<file path="config.mk">
export PLATFORM = sky130hd
export DESIGN_NAME = fetch_unit
export DESIGN_NICKNAME = d
export VERILOG_FILES = /design/src/rtl/core_pkg.sv /design/src/rtl/sync_fifo.sv /design/src/rtl/fetch_unit.sv
export SDC_FILE = /design/constraint.sdc
export NUM_CORES = 1
export LEC_CHECK = 0
export ABC_AREA = 1
export CAP_MARGIN = 5
export CORE_ASPECT_RATIO = 1.5
export CORE_MARGIN = 5
export CORE_UTILIZATION = 64
export DETAILED_ROUTE_END_ITERATION = 8
export DONT_BUFFER_PORTS = 1
export PLACE_DENSITY = 0.81
export SYNTH_ARGS = -nofsm -noshare
export SYNTH_HDL_FRONTEND = slang
export SYNTH_HIERARCHICAL = 1
export SYNTH_SLANG_ARGS = --single-unit
</file>
<file path="constraint.sdc">
create_clock -name clk -period 7.05 [get_ports clk]
set_clock_uncertainty 0.05 [all_clocks]
set_input_delay 1.7625 -clock clk [delete_from_list [all_inputs] [get_ports clk]]
set_output_delay 1.7625 -clock clk [all_outputs]
set_load 0.02 [all_outputs]
</file>
<file path="src/rtl/core_pkg.sv">
// Shared core definitions: PC-select encoding used by control_unit and the
// fetch stage, RV32 major opcodes and fetch FSM states.
package core_pkg;

    localparam int XLEN = 32;

    typedef enum logic [1:0] {
        PC_PLUS4  = 2'b00,
        PC_BRANCH = 2'b01,
        PC_JUMP   = 2'b10
    } pc_src_e;

    typedef enum logic [1:0] {
        FS_IDLE  = 2'b00,
        FS_RUN   = 2'b01,
        FS_FLUSH = 2'b10
    } fetch_state_e;

    localparam logic [6:0] OPCODE_LOAD   = 7'b0000011;
    localparam logic [6:0] OPCODE_STORE  = 7'b0100011;
    localparam logic [6:0] OPCODE_OP_IMM = 7'b0010011;
    localparam logic [6:0] OPCODE_OP     = 7'b0110011;
    localparam logic [6:0] OPCODE_BRANCH = 7'b1100011;
    localparam logic [6:0] OPCODE_JAL    = 7'b1101111;
    localparam logic [6:0] OPCODE_JALR   = 7'b1100111;
    localparam logic [6:0] OPCODE_LUI    = 7'b0110111;
    localparam logic [6:0] OPCODE_AUIPC  = 7'b0010111;

    // Only jumps and taken branches steer the PC; reserved encoding is ignored.
    function automatic logic is_taken_redirect(input logic       valid,
                                               input logic [1:0] src,
                                               input logic       taken);
        logic result;
        case (src)
            PC_JUMP:   result = valid;
            PC_BRANCH: result = valid & taken;
            default:   result = 1'b0;
        endcase
        return result;
    endfunction

endpackage

</file>
<file path="src/rtl/sync_fifo.sv">
// Show-ahead synchronous FIFO with single-cycle flush; head word is visible
// combinationally on rdata whenever the FIFO is non-empty.
module sync_fifo #(
    parameter int WIDTH = 64,
    parameter int DEPTH = 2
) (
    input  logic                     clk,
    input  logic                     rst_n,
    input  logic                     push,
    input  logic                     pop,
    input  logic                     flush,
    input  logic [WIDTH-1:0]         wdata,
    output logic [WIDTH-1:0]         rdata,
    output logic                     full,
    output logic                     empty,
    output logic [$clog2(DEPTH):0]   count
);

    localparam int AW = $clog2(DEPTH);
    localparam logic [AW-1:0] PTR_ONE = {{(AW-1){1'b0}}, 1'b1};
    localparam logic [AW:0]   CNT_ONE = {{AW{1'b0}}, 1'b1};
    localparam logic [AW:0]   CNT_MAX = (AW+1)'(DEPTH);

    logic [WIDTH-1:0] mem_r [DEPTH];
    logic [AW-1:0]    wr_ptr_r;
    logic [AW-1:0]    rd_ptr_r;
    logic [AW:0]      count_r;
    logic             full_s;
    logic             empty_s;
    logic             do_push_s;
    logic             do_pop_s;

    // Status flags and qualified push/pop; a push on a full FIFO needs a pop.
    always_comb begin
        full_s    = (count_r == CNT_MAX);
        empty_s   = (count_r == {(AW+1){1'b0}});
        do_pop_s  = pop && !empty_s;
        do_push_s = push && (!full_s || do_pop_s);
        full      = full_s;
        empty     = empty_s;
        count     = count_r;
        rdata     = mem_r[rd_ptr_r];
    end

    // Storage array; contents need no reset because count gates visibility.
    always_ff @(posedge clk) begin
        if (do_push_s && !flush) begin
            mem_r[wr_ptr_r] <= wdata;
        end
    end

    // Pointers and occupancy.
    always_ff @(posedge clk or negedge rst_n) begin
        if (!rst_n) begin
            wr_ptr_r <= '0;
            rd_ptr_r <= '0;
            count_r  <= '0;
        end else if (flush) begin
            wr_ptr_r <= '0;
            rd_ptr_r <= '0;
            count_r  <= '0;
        end else begin
            if (do_push_s) begin
                wr_ptr_r <= wr_ptr_r + PTR_ONE;
            end
            if (do_pop_s) begin
                rd_ptr_r <= rd_ptr_r + PTR_ONE;
            end
            case ({do_push_s, do_pop_s})
                2'b10:   count_r <= count_r + CNT_ONE;
                2'b01:   count_r <= count_r - CNT_ONE;
                default: count_r <= count_r;
            endcase
        end
    end

endmodule

</file>
<file path="src/rtl/fetch_unit.sv">
// Instruction fetch stage: credit-limited requests to instruction memory,
// buffered show-ahead delivery, and redirect handling with stale-response drop.
module fetch_unit
    import core_pkg::*;
#(
    parameter logic [31:0] RESET_PC = 32'h0000_0000,
    parameter int          DEPTH    = 2
) (
    input  logic        clk,
    input  logic        rst_n,
    output logic        imem_req_valid,
    input  logic        imem_req_ready,
    output logic [31:0] imem_req_addr,
    input  logic        imem_rsp_valid,
    input  logic [31:0] imem_rsp_data,
    input  logic        redirect_valid,
    input  logic [1:0]  pc_src,
    input  logic        branch_taken,
    input  logic [31:0] redirect_target,
    output logic        instr_valid,
    input  logic        instr_ready,
    output logic [31:0] instr,
    output logic [31:0] instr_pc,
    output logic [6:0]  opcode,
    output logic [2:0]  funct3,
    output logic [6:0]  funct7,
    output logic        misalign_err
);

    localparam int CW = $clog2(DEPTH) + 1;
    localparam logic [CW-1:0] CNT_ZERO = {CW{1'b0}};
    localparam logic [CW-1:0] CNT_ONE  = {{(CW-1){1'b0}}, 1'b1};
    localparam logic [CW:0]   DEPTH_W  = (CW+1)'(DEPTH);

    fetch_state_e    state_r;
    logic [XLEN-1:0] fetch_pc_r;
    logic [XLEN-1:0] rsp_pc_r;
    logic [CW-1:0]   outstanding_r;
    logic [CW-1:0]   drop_cnt_r;
    logic            misalign_r;

    logic            taken_s;
    logic [XLEN-1:0] target_s;
    logic            rsp_s;
    logic [CW:0]     credit_s;
    logic            req_valid_s;
    logic            req_fire_s;
    logic            instr_valid_s;
    logic            push_s;
    logic            pop_s;
    logic [CW-1:0]   outstanding_dec_s;
    logic [CW-1:0]   outstanding_next_s;
    logic [CW-1:0]   drop_dec_s;
    logic [CW-1:0]   fifo_count_s;
    logic            fifo_empty_s;
    logic            fifo_full_s;
    logic [63:0]     head_s;
    logic [31:0]     head_instr_s;
    logic [31:0]     head_pc_s;

    // Handshake qualification and next-value arithmetic for the counters.
    always_comb begin
        taken_s       = is_taken_redirect(redirect_valid, pc_src, branch_taken);
        target_s      = {redirect_target[XLEN-1:2], 2'b00};
        rsp_s         = imem_rsp_valid && (outstanding_r != CNT_ZERO);
        credit_s      = {1'b0, fifo_count_s} + {1'b0, outstanding_r};
        req_valid_s   = (state_r == FS_RUN) && (credit_s < DEPTH_W) && !taken_s;
        req_fire_s    = req_valid_s && imem_req_ready;
        instr_valid_s = !fifo_empty_s && !taken_s;
        pop_s         = instr_valid_s && instr_ready;
        push_s        = rsp_s && (drop_cnt_r == CNT_ZERO) && !taken_s &&
                        (!fifo_full_s || pop_s);
        if (rsp_s) begin
            outstanding_dec_s = outstanding_r - CNT_ONE;
        end else begin
            outstanding_dec_s = outstanding_r;
        end
        if (req_fire_s) begin
            outstanding_next_s = outstanding_dec_s + CNT_ONE;
        end else begin
            outstanding_next_s = outstanding_dec_s;
        end
        if (rsp_s && (drop_cnt_r != CNT_ZERO)) begin
            drop_dec_s = drop_cnt_r - CNT_ONE;
        end else begin
            drop_dec_s = drop_cnt_r;
        end
    end

    // Fetch FSM with PC, in-flight and drop bookkeeping.
    always_ff @(posedge clk or negedge rst_n) begin
        if (!rst_n) begin
            state_r       <= FS_IDLE;
            fetch_pc_r    <= RESET_PC;
            rsp_pc_r      <= RESET_PC;
            outstanding_r <= CNT_ZERO;
            drop_cnt_r    <= CNT_ZERO;
            misalign_r    <= 1'b0;
        end else begin
            misalign_r    <= taken_s && (redirect_target[1:0] != 2'b00);
            outstanding_r <= outstanding_next_s;
            if (taken_s) begin
                // Everything still in flight after this cycle belongs to the old path.
                fetch_pc_r <= target_s;
                rsp_pc_r   <= target_s;
                drop_cnt_r <= outstanding_dec_s;
                state_r    <= (outstanding_dec_s != CNT_ZERO) ? FS_FLUSH : FS_RUN;
            end else begin
                if (req_fire_s) begin
                    fetch_pc_r <= fetch_pc_r + 32'd4;
                end
                if (push_s) begin
                    rsp_pc_r <= rsp_pc_r + 32'd4;
                end
                drop_cnt_r <= drop_dec_s;
                case (state_r)
                    FS_IDLE:  state_r <= FS_RUN;
                    FS_RUN:   state_r <= FS_RUN;
                    FS_FLUSH: state_r <= (drop_dec_s == CNT_ZERO) ? FS_RUN : FS_FLUSH;
                    default:  state_r <= FS_IDLE;
                endcase
            end
        end
    end

    sync_fifo #(
        .WIDTH (64),
        .DEPTH (DEPTH)
    ) u_fifo (
        .clk   (clk),
        .rst_n (rst_n),
        .push  (push_s),
        .pop   (pop_s),
        .flush (taken_s),
        .wdata ({rsp_pc_r, imem_rsp_data}),
        .rdata (head_s),
        .full  (fifo_full_s),
        .empty (fifo_empty_s),
        .count (fifo_count_s)
    );

    // Output drive; an empty FIFO presents all-zero instruction fields.
    always_comb begin
        if (fifo_empty_s) begin
            head_instr_s = 32'h0000_0000;
            head_pc_s    = 32'h0000_0000;
        end else begin
            head_instr_s = head_s[31:0];
            head_pc_s    = head_s[63:32];
        end
        imem_req_valid = req_valid_s;
        imem_req_addr  = fetch_pc_r;
        instr_valid    = instr_valid_s;
        instr          = head_instr_s;
        instr_pc       = head_pc_s;
        opcode         = head_instr_s[6:0];
        funct3         = head_instr_s[14:12];
        funct7         = head_instr_s[31:25];
        misalign_err   = misalign_r;
    end

endmodule
</file>
**Word level (Yosys, flattened, before mapping)**

Memory sizes are Yosys's and may differ from the RTL's.
Index checks and enable logic that the tools add are counted.

- Memories: 1
- Memory bits (writable): 128
- Output and inout bits: 116
- Flip-flop bits (word level): 75
- Word-level logic and storage cells: 85

Memories:

| name | words | bits a word | read ports | clocked after Yosys merged registers in | write ports | line | RTL |
|---|---|---|---|---|---|---|---|
| u_fifo.mem_r | 2 | 64 | 1 | 0 | 1 | sync_fifo.sv:24 | `logic [WIDTH-1:0] mem_r [DEPTH];` |

- Bitwise logic cells: 1
- Equality and inequality tests: 7
- $add $sub $neg: 10
- Reduce and logical (&&, ||, !) cells: 33
- Mux-type cells: 23
- Order comparisons: 1

Operator list:

| cell | number |
|---|---|
| two-way mux 32 bit | 6 |
| adder 32 x 3 -> 32 bit (second input constant) | 2 |
| two-way mux 2 bit | 8 |
| nonzero test 2 bit | 8 |
| logical AND 1 bit | 14 |
| == test 2 bit (second input constant) | 4 |
| logical NOT 2 bit | 4 |
| case mux 2 bit (2 select lines) | 2 |
| == test 2 x 1 -> 1 bit (second input constant) | 3 |
| two-way mux 1 bit | 6 |
| subtractor 2 x 1 -> 2 bit (second input constant) | 3 |
| adder 2 x 1 -> 2 bit (second input constant) | 2 |
| adder 2 x 2 -> 3 bit | 1 |
| logical NOT 1 bit | 3 |
| less-than comparator 3 x 2 -> 1 bit (second input constant) | 1 |
| nonzero test 3 bit | 1 |
| adder 1 bit (second input constant) | 2 |
| logical OR 1 bit | 2 |
| case mux 1 bit (2 select lines) | 1 |
| OR reduction 2 bit | 1 |
| bitwise AND 1 bit | 1 |

**Logic depth before layout (Yosys ltp)**

Gate-level depths: netlist (run 1).

- Word-level depth: 11
- Mapped depth: 16
- Depth with buffers taken out: 16

**Modules after synthesis**

Netlist (run 1), hierarchy kept.

Modules (own cells, without submodules):

| module | cells an instance | times used | area an instance (sq um) |
|---|---|---|---|
| fetch_unit | 948 | 1 | 5786.8 |
| sync_fifo | 374 | 1 | 4908.5 |

**Worst setup path after synthesis (run 1)**

OpenSTA, ideal clock, no wires.

- Kind: input -> register
- Start point: input pc_src[0]
- End point: memory u_fifo.mem_r[1][0] (enable)
- Stages on the path: 10
- Arrival time: 7.094 ns
- Buffers on the path: 0
- Setup time: 0.565 ns
- Setup slack: -0.659 ns
- Path through: inv_1 > ha_1 > nor2_2 > nand2_2 > inv_2 > nor2_2 > nand2_4 > inv_1 > o21ai_2 > nor3_1

- Longest elaborated chain between the ends: 11
- Elaborated cells on any way between the ends: 15
- Classes of those cells: eq/ne: 2; mux: 3; reduce/logical: 10

RTL lines:

| what | line | RTL |
|---|---|---|
| from (decl) | fetch_unit.sv:17 | `input logic [1:0] pc_src,` |
| == test 2 x 1 -> 1 bit or == test 2 bit (tied branches) | core_pkg.sv:34 | `case (src)` |
| case mux 1 bit (2 select lines) (*) | core_pkg.sv:34 |  |
| logical NOT 1 bit (*) | fetch_unit.sv:69, fetch_unit.sv:71 |  |
| logical AND 1 bit | fetch_unit.sv:69 | `instr_valid_s = !fifo_empty_s && !taken_s;` |
| logical AND 1 bit | fetch_unit.sv:70 | `pop_s = instr_valid_s && instr_ready;` |
| logical OR 1 bit | fetch_unit.sv:72 | `(!fifo_full_s \|\| pop_s);` |
| logical AND 1 bit (*) | fetch_unit.sv:71 | `push_s = rsp_s && (drop_cnt_r == CNT_ZERO) && !taken_s &&` |
| named net push_s | fetch_unit.sv:49 | `logic push_s;` |
| logical AND 1 bit (*) | sync_fifo.sv:38 | `do_push_s = push && (!full_s \|\| do_pop_s);` |
| logical AND 1 bit (*) | sync_fifo.sv:47 | `if (do_push_s && !flush) begin` |
| two-way mux 1 bit (*) | sync_fifo.sv:47 |  |
| two-way mux 1 bit (implied by the code) (*) | sync_fifo.sv:48 | `mem_r[wr_ptr_r] <= wdata;` |
| to (decl) | sync_fifo.sv:24 |  |

The timed path passes the listed nets; every way through them passes the cells marked *.

**Final worst setup path (run 1)**

- Start point: input pc_src[0]
- End point: output instr_valid

- Longest elaborated chain between the ends: 4
- Elaborated cells on any way between the ends: 5
- Classes of those cells: eq/ne: 2; mux: 1; reduce/logical: 2

RTL lines:

| what | line | RTL |
|---|---|---|
| == test 2 x 1 -> 1 bit or == test 2 bit (tied branches) | core_pkg.sv:34 |  |
| case mux 1 bit (2 select lines) (*) | core_pkg.sv:34 |  |
| logical NOT 1 bit (*) | fetch_unit.sv:69 |  |
| logical AND 1 bit (*) | fetch_unit.sv:69 |  |
| to (decl) | fetch_unit.sv:20 | `output logic instr_valid,` |

Every way passes the cells marked *; elsewhere a longest branch is shown, timed or not.

==> results.md, run 1 <==
* Status: completed
* DR iter-0 viols at 708
* Endpoint class of the critical path: output pin
* Max_cap viols at 0
* HP Class: flop to flop
* Vias in the first global route at 7768
* # hold bufs at CTS at 0
* Core box area at 0.0166 mm^2
* CTS tree: yes
* IR Drop Worst-Case VDD at 0.000221 V
* Crit path required time at 5.24 ns
* Yosys top cell by area: edfxtp_1
* Clk Latency, worst-skew pair at 0.44 ns
* Reg2Reg Depth at 11
* DP Cell Count at 1478
* TritonRoute pass-1 iters at 5
* Crit-path max cell delay at 0.56 ns
* First-pass GRT wire length at 37300 um
* Crit path buf inv count at 2
* CTS Sinks at 199
* Post-CTS sizing at 0
* Final Hold Vio Count at 0
* Unrepaired setup endpoints after global routing: false
* Synthesized area at 0.0107 mm^2
* Final GP Congestion at 0.952
* Gr ovfl total at 0
* Cell Rows at 58
* Rel. slew slack at 32.4%
* Syn_area_per_cell at 8.09 um^2
* Yosys cell types at 38
* Chip Height at 168 um
* Hold path startpoint: state_r[1]$_DFF_PN0_
* NetSw at 2.17 mW
* CP Max Fanout at 37
* Hold EP: state_r[0]$_DFF_PN0_
* Number of flops mapped to enable cells by yosys at 128
* FF+latch count, synth at 199
* Final Max Slew Viols at 0
* H-tree levels at 4
* Total power at 4.64 mW
* Port bufs at 0
* Int Power at 2.48 mW
* Routed len/inst at 15.0 um
* Die width at 116 um
* Clock transition at path regs at 0.08 ns
* Critical-path top delay cell: inv_2
* # diodes at 0
* Sw Ratio at 46.7%
* Reg2Reg Capture Point: u_fifo/mem_r[0][11]$_DFFE_PP_
* Leakage at 5.24 nW
* Crit path cell chain: inv_1 > ha_1 > nor2_2 > nand2_4 > inv_2 > nor2_1
* Syn Inst Count at 1322
* Clock buffer depth at 2
* Antenna viol nets, final at 0
* Via Count at 8069
* Full die area at 0.0195 mm^2
* Filler cell count at 1365
* Largest net degree at the start of global routing at 86
* Antenna violations before repair at 0
* Final nets at 1368
* Residual DRC count at 0
* Drt total wl at 22700 um
* Initial Utilization at 64.4%
* Crit path time final at 5.01 ns
* Hold depth at 1
* Seq pwr share at 40.6%
* WS Path Type: primary input to output pin
* Startpoint Class: primary input
* Combinational share of power at 38.4%
* PwrDens at 412 mW/mm^2
* CTS root buffer: clkbuf_16
* Synth top area share at 35.9%
* Worst R2R Start: u_fifo/count[1]$_DFFE_PN0P_
* Synth warnings at 6
* Final setup vio count at 0
* Post-CTS Setup Bufs at 0
* Final Non-Filler Cells at 1510
* Area Overhead vs Synth at 5.35%
* FMAX at 200 MHz
* Tot GR Track Use at 24.0%
* CTS buffer count at 17
* CP top delay family: buffers and inverters
* HPWL after DPL at 15800 um
* CP Data Arrival Time at 3.20 ns
* Layout cell share with drive strength beyond 1 at 8.54%
* Final Cycle Share at 71.1%
* Flop-to-flop setup slack at 3.64 ns
* Synth Flop Type: edfxtp_1
* Worst-margin pin slew at 1.01 ns
* Vias/cell at 5.34
* Ys async rst share at 35.7%
* Setup TNS at 0 ns
* Top post-synthesis cells by area: edfxtp_1 36%, dfrtp_1 17%, nand2_1 15%
* Sequential-to-total area share from yosys stat at 52.6%
* Ports at 189
* Clock group share of total power at 21.1%
## kinds of logic (layout without fill, tap and decap cells)
| group | count (synthesis) | in the layout | share of synthesized area (%) |
|---|---|---|---|
| muxes | 1 | 1 | 0.0936 |
| buffers and inverters | 236 | 209 | 9.64 |
| xor gates and xnor gates | 15 | 15 | 1.23 |
| adders and majority gates | 8 | 8 | 1.01 |
| AOI/OAI and AO/OA | 81 | 81 | 4.43 |
| DFF | 199 | 199 | 52.6 |
| other | 1 | 6 | 0.0351 |
| and+or+nand+nor | 781 | 781 | 31.0 |
## routing by layer
metal	share of wire [%]	global-route usage (%)	vias up	wire, um
met5	0	0	-	0
met4	2.7	9.24	0	614
met3	7.7	5.61	44	1750
met2	51	41.6	278	11600
met1	38	28.8	3709	8670
li1	-	-	4038	-
## metrics by stage
| stage | setup slack, ns | instance area [um^2] | utilization, % | hold slack (ns) |
|---|---|---|---|---|
| floorplan | 1.08 | 10700 | - | 0.407 |
| global placement | 2.05 | 10700 | 64.1 | 0.422 |
| detailed placement | 2.02 | 10700 | 64.1 | 0.440 |
| CTS | 2.02 | 11300 | 67.8 | 0.454 |
| global route | 1.90 | 11300 | 67.8 | 0.484 |
| finish | 2.04 | 11300 | 67.8 | 0.463 |
## synthesized netlist by cell type (13+ instances only)
master,instances
xor2_1,13
dfrtp_1,71
nand2_2,14
nand2_1,440
a21oi_1,34
buf_4,24
nor2_1,191
nand3_1,85
inv_1,162
o21ai_0,22
nor2_4,15
buf_2,26
edfxtp_1,128
## how the worst max path moves through the flow
stage	slack, ns	depth (start not counted)	startpoint	endpoint
6_report	2.04	6	pc_src[0]	instr_valid
5_1_grt	1.90	6	pc_src[0]	instr_valid
4_1_cts	2.02	6	pc_src[0]	instr_valid
3_5_place_dp	2.02	6	pc_src[0]	instr_valid
3_3_place_gp	2.05	6	pc_src[0]	instr_valid
2_1_floorplan	1.08	10	pc_src[0]	u_fifo/mem_r[0][0]$_DFFE_PP_
## sequential cells by signal (all words and copies together) (netlist names)
| name | cells |
|---|---|
| imem_req_addr | 30 |
| rsp_pc_r | 30 |
| misalign_err | 1 |
| state_r | 2 |
| drop_cnt_r | 2 |
| outstanding_r | 2 |
| u_fifo/rd_ptr_r | 1 |
| u_fifo/mem_r | 128 |
| u_fifo/wr_ptr_r | 1 |
| u_fifo/count | 2 |
## power groups by stage
stage / Sequential, mW / Combinational [mW] / Clock, mW
5_1_grt: 1.93 / 2.01 / 1.05
3_3_place_gp: 1.90 / 1.75 / 0
2_1_floorplan: 1.82 / 1.63 / 0
6_report: 1.88 / 1.78 / 0.979
3_5_place_dp: 1.91 / 1.79 / 0
4_1_cts: 1.88 / 1.80 / 0.998
## area by class of cell
cell class | instances | area, um^2 | area share, %
Clock buffer | 17 | 425 | 3.78
Sequential cell | 199 | 5620 | 49.9
Inverter | 172 | 646 | 5.73
Tap cell | 210 | 263 | 2.33
Clock inverter | 15 | 188 | 1.67
Multi-Input combinational cell | 892 | 4090 | 36.3
Timing Repair Buffer | 5 | 37.5 | 0.333
## layout by cell type (no fill, tap or decap), drive strengths merged, types with 2 or more instances in the layout
cell type  instances
nand2            458
dfrtp             71
o21ai             29
ha                 7
xnor2              2
edfxtp           128
nand3             88
inv              181
buf                5
conb               6
clkbuf            17
clkinv             6
o21bai             4
nor2             216
xor2              13
a21oi             38
a31oi              6
nand3b             4
nor3               5
o211ai             2
nand4              8
Power figures use the tool's default switching activity.
==> run 2: changes to the inputs <==
clock period = 5.2 ns   (was 7.05 ns; I/O delays follow)
==> results.md, run 2 (same netlist as run 1, synthesis figures left out) <==
* Status: completed
* Final Cycle Share at 75.4%
* # diodes at 0
* First-pass GRT wire length at 38700 um
* Startpoint Class: primary input
* Drt total wl at 23800 um
* Area Overhead vs Synth at 5.49%
* Initial Utilization at 64.4%
* Combinational share of power at 38.0%
* Antenna violations before repair at 0
* Residual DRC count at 0
* Setup TNS at 0 ns
* Largest register FFs at 128
* Endpoint class of the critical path: output pin
* Final Hold Vio Count at 0
* NetSw at 2.96 mW
* Die width at 116 um
* IR Drop Worst-Case VDD at 0.000289 V
* Cell Rows at 58
* FMAX at 255 MHz
* CTS Sinks at 199
* Leakage at 5.24 nW
* Layout cell share with drive strength beyond 1 at 8.60%
* Largest net degree at the start of global routing at 88
* WS Path Type: primary input to output pin
* CP Max Fanout at 36
* Seq pwr share at 41.3%
* Rel. slew slack at 28.3%
* Clock transition at path regs at 0.08 ns
* Most frequent cells in the layout: 440 x nand2_1, 190 x nor2_1, 160 x inv_1
* Filler cell count at 1348
* Hold slack at 0.469 ns
* Int Power at 3.35 mW
* HP Class: flop to flop
* Post-CTS Setup Bufs at 0
* PwrDens at 559 mW/mm^2
* Final GP Congestion at 0.879
* Unrepaired setup endpoints after global routing: false
* Vias in the first global route at 8067
* CTS buffer count at 17
* # hold bufs at CTS at 0
* Worst-margin pin slew at 1.07 ns
* Final setup vio count at 0
* H-tree levels at 4
* DR iter-0 viols at 764
* Routed len/inst at 15.7 um
* CTS root buffer: clkbuf_16
* Tot GR Track Use at 25.0%
* Post-CTS sizing at 0
* Clk Latency, worst-skew pair at 0.43 ns
* Chip Height at 168 um
* Core box area at 0.0166 mm^2
* Ports at 189
* CP Data Arrival Time at 2.57 ns
* TritonRoute pass-1 iters at 5
* CTS tree: yes
* Clock buffer depth at 2
* Final Max Slew Viols at 0
* Via Count at 8145
* Most common cell after layout, fill and taps aside: nand2_1
* HPWL after DPL at 16500 um
* Clock group share of total power at 20.7%
* Total power at 6.31 mW
* Top reg by flops: u_fifo/mem_r
* Reg2Reg Depth at 11
* Vias/cell at 5.39
* Gr ovfl total at 0
* Hold depth at 1
* Full die area at 0.0195 mm^2
* Final nets at 1370
* Crit path required time at 3.85 ns
* Max_cap viols at 0
* Antenna viol nets, final at 0
* Sw Ratio at 46.9%
* Port bufs at 0
* Crit path time final at 3.92 ns
## run 2: layer usage
metal | vias up | part of all wire [%] | GRT usage (%)
li1 | 4035 | - | -
met1 | 3782 | 38 | 29.9
met2 | 283 | 51 | 43.5
met3 | 45 | 7.7 | 5.72
met4 | 0 | 3.0 | 9.19
met5 | - | 0 | 0
## run 2: final timing paths
path	start	end	slack (ns)
worst max-delay path	pc_src[0]	instr_valid	1.28
worst min-delay path	state_r[1]$_DFF_PN0_	state_r[0]$_DFF_PN0_	0.47
worst max register to register	u_fifo/count[1]$_DFFE_PN0P_	u_fifo/mem_r[1][60]$_DFFE_PP_	1.97
worst min register to register	state_r[1]$_DFF_PN0_	state_r[0]$_DFF_PN0_	0.47
max in group asynchronous	rst_n	imem_req_addr[11]$_DFFE_PN0P_	4.43
min in group asynchronous	rst_n	state_r[1]$_DFF_PN0_	0.51
## run 2: power by group through the flow
stage          logic [mW]  registers, mW  clock network [mW]
3_3_place_gp         2.34           2.61                   0
5_1_grt              2.72           2.66                1.39
4_1_cts              2.43           2.60                1.32
2_1_floorplan        2.21           2.46                   0
3_5_place_dp         2.41           2.63                   0
6_report             2.40           2.60                1.31
## run 2: area by class of cell
type	instances	area (um^2)	area share (%)
clock inverters	15	175	1.55
clock buffers	17	425	3.77
repair buffers	7	65.1	0.577
well taps	210	263	2.33
multi-input cells	892	4090	36.2
flip-flops and latches	199	5620	49.8
inverters	172	646	5.72
## run 2: through the flow
stage / util, % / cell area [um^2] / std cells / setup slack, ns
2_1_floorplan: - / 10700 / 1327 / 0.751
3_3_place_gp: 64.3 / 10700 / 1480 / 1.26
3_5_place_dp: 64.3 / 10700 / 1480 / 1.15
4_1_cts: 67.9 / 11300 / 1512 / 1.27
5_1_grt: 67.9 / 11300 / 1512 / 1.16
6_report: 67.9 / 11300 / 1512 / 1.28
## run 2: worst max-delay path, stage by stage
cell and delay [ns]:
inv_1 0.03, ha_1 0.29, nor2_2 0.15, nand2_4 0.14, inv_2 0.09, buf_4 0.37, nor2_1 0.20
==> run 3: changes to the inputs <==
CORE_UTILIZATION = 58   (was 64)
PLACE_DENSITY = 0.77   (was 0.81)
clock period = 3.2 ns   (was 5.2 ns; I/O delays follow)
==> results.md, run 3 (same netlist as run 1, synthesis figures left out) <==
* Status: completed
* Die width at 121 um
* Most frequent cells in the layout: 439 x nand2_1, 190 x nor2_1, 158 x inv_1
* Endpoint class of the critical path: output pin
* Worst-margin pin slew at 0.689 ns
* HPWL after DPL at 16500 um
* Unrepaired setup endpoints after global routing: false
* Top reg by flops: u_fifo/mem_r
* CTS buffer count at 17
* Post-CTS sizing at 0
* Final Cycle Share at 91.5%
* Worst R2R Start: u_fifo/count[0]$_DFFE_PN0P_
* Vias/cell at 5.30
* TritonRoute pass-1 iters at 7
* Startpoint Class: flop
* Most common cell after layout, fill and taps aside: nand2_1
* Finished Cell Area at 0.0117 mm^2
* Drt total wl at 23500 um
* IR Drop Worst-Case VDD at 0.000482 V
* Largest register FFs at 128
* CTS tree: yes
* Final nets at 1410
* Clock buffer depth at 2
* Via Count at 8256
* # hold bufs at CTS at 0
* Crit path time final at 2.93 ns
* Placed cell area at 0.0111 mm^2
* CP Data Arrival Time at 2.08 ns
* Port bufs at 0
* Reg2Reg Depth at 10
* Vias in the first global route at 7707
* Max_cap viols at 0
* Largest net degree at the start of global routing at 98
* CTS root buffer: clkbuf_16
* Antenna viol nets, final at 0
* Crit path required time at 2.35 ns
* Clock transition at path regs at 0.08 ns
* Setup TNS at 0 ns
* Initial Utilization at 59.4%
* WS Path Type: flop to output pin
* Layout cell share with drive strength beyond 1 at 11.6%
* Gr ovfl total at 0
* Rel. slew slack at 54.0%
* H-tree levels at 4
* Cell Rows at 60
* Area Overhead vs Synth at 9.18%
* Full die area at 0.0213 mm^2
* Core box area at 0.0180 mm^2
* Final setup vio count at 0
* Leakage at 5.45 nW
* Residual DRC count at 0
* CP Launch Point: u_fifo/count[1]$_DFFE_PN0P_
* Hold slack at 0.0238 ns
* CTS Sinks at 199
* Final GP Congestion at 0.861
* FMAX at 342 MHz
* Routed len/inst at 15.1 um
* First-pass GRT wire length at 37300 um
* Final Hold Vio Count at 0
* HP Class: primary input to async pin
* Ports at 189
* Clk Latency, worst-skew pair at 0.42 ns
* Chip Height at 176 um
* PwrDens at 911 mW/mm^2
* # diodes at 0
* Antenna violations before repair at 0
* DR iter-0 viols at 601
* Post-CTS Setup Bufs at 0
* Final Max Slew Viols at 0
* CP Max Fanout at 55
* Tot GR Track Use at 21.8%
run 3: cell types whose count changed in the layout (fill, tap and decap cells not counted), sizes merged:
cell | previous run | this run
buf | 7 | 45
clkinv | 8 | 5
clkinvlp | 1 | 2
dlygate4sd3 | 0 | 2
inv | 178 | 180
run 3: metrics by stage:
| step | worst slack, ns | utilization (%) | total power, mW | std cells |
|---|---|---|---|---|
| after floorplan | -0.480 | - | 7.62 | 1327 |
| after global placement | 0.558 | 61.5 | 8.50 | 1525 |
| after detailed placement | 0.534 | 61.5 | 8.62 | 1525 |
| after CTS | 0.242 | 64.7 | 10.7 | 1557 |
| final | 0.273 | 64.8 | 10.6 | 1559 |
| after global routing | 0.108 | 64.8 | 11.4 | 1559 |
run 3: cell type report:
cell class / instances / area, um^2
fillers: 1485 / 6340
flip-flops and latches: 199 / 5620
inverters: 172 / 661
repair buffers: 47 / 420
clock buffers: 17 / 425
clock inverters: 15 / 156
multi-input cells: 892 / 4120
well taps: 217 / 272
run 3: final timing paths:
kind,to,slack [ns]
min in group clk,u_fifo/mem_r[0][30]$_DFFE_PP_,0.42
max,instr[31],0.27
max reg2reg,imem_req_addr[25]$_DFFE_PN0P_,0.85
min,rsp_pc_r[5]$_DFFE_PN0P_,0.02
max in group asynchronous,u_fifo/count[1]$_DFFE_PN0P_,2.11
min reg2reg,state_r[0]$_DFF_PN0_,0.45
run 3: power by group:
group | switching (mW) | total (mW) | internal [mW]
Combinational | 3.02 | 4.39 | 1.37
Sequential | 0.796 | 4.17 | 3.37
Clock | 1.03 | 2.08 | 1.05
run 3: routing by layer:
metal  part of all wire [%]  global-route usage, %  vias up  wire length, um
met3                    8.1                   5.48       35             1900
met1                     39                   26.0     3780             9040
met2                     51                   38.6      307            12100
met4                    1.9                   6.99        0              456
li1                       -                      -     4134                -
met5                      0                      0        -                0
run 3: critical path, cell delays in order, from the launching register on:
cell and delay (ns):
dfrtp_1 0.44, inv_1 0.09, nand2_2 0.10, inv_2 0.18
buf_4 0.47, nor2_1 0.17, buf_4 0.20
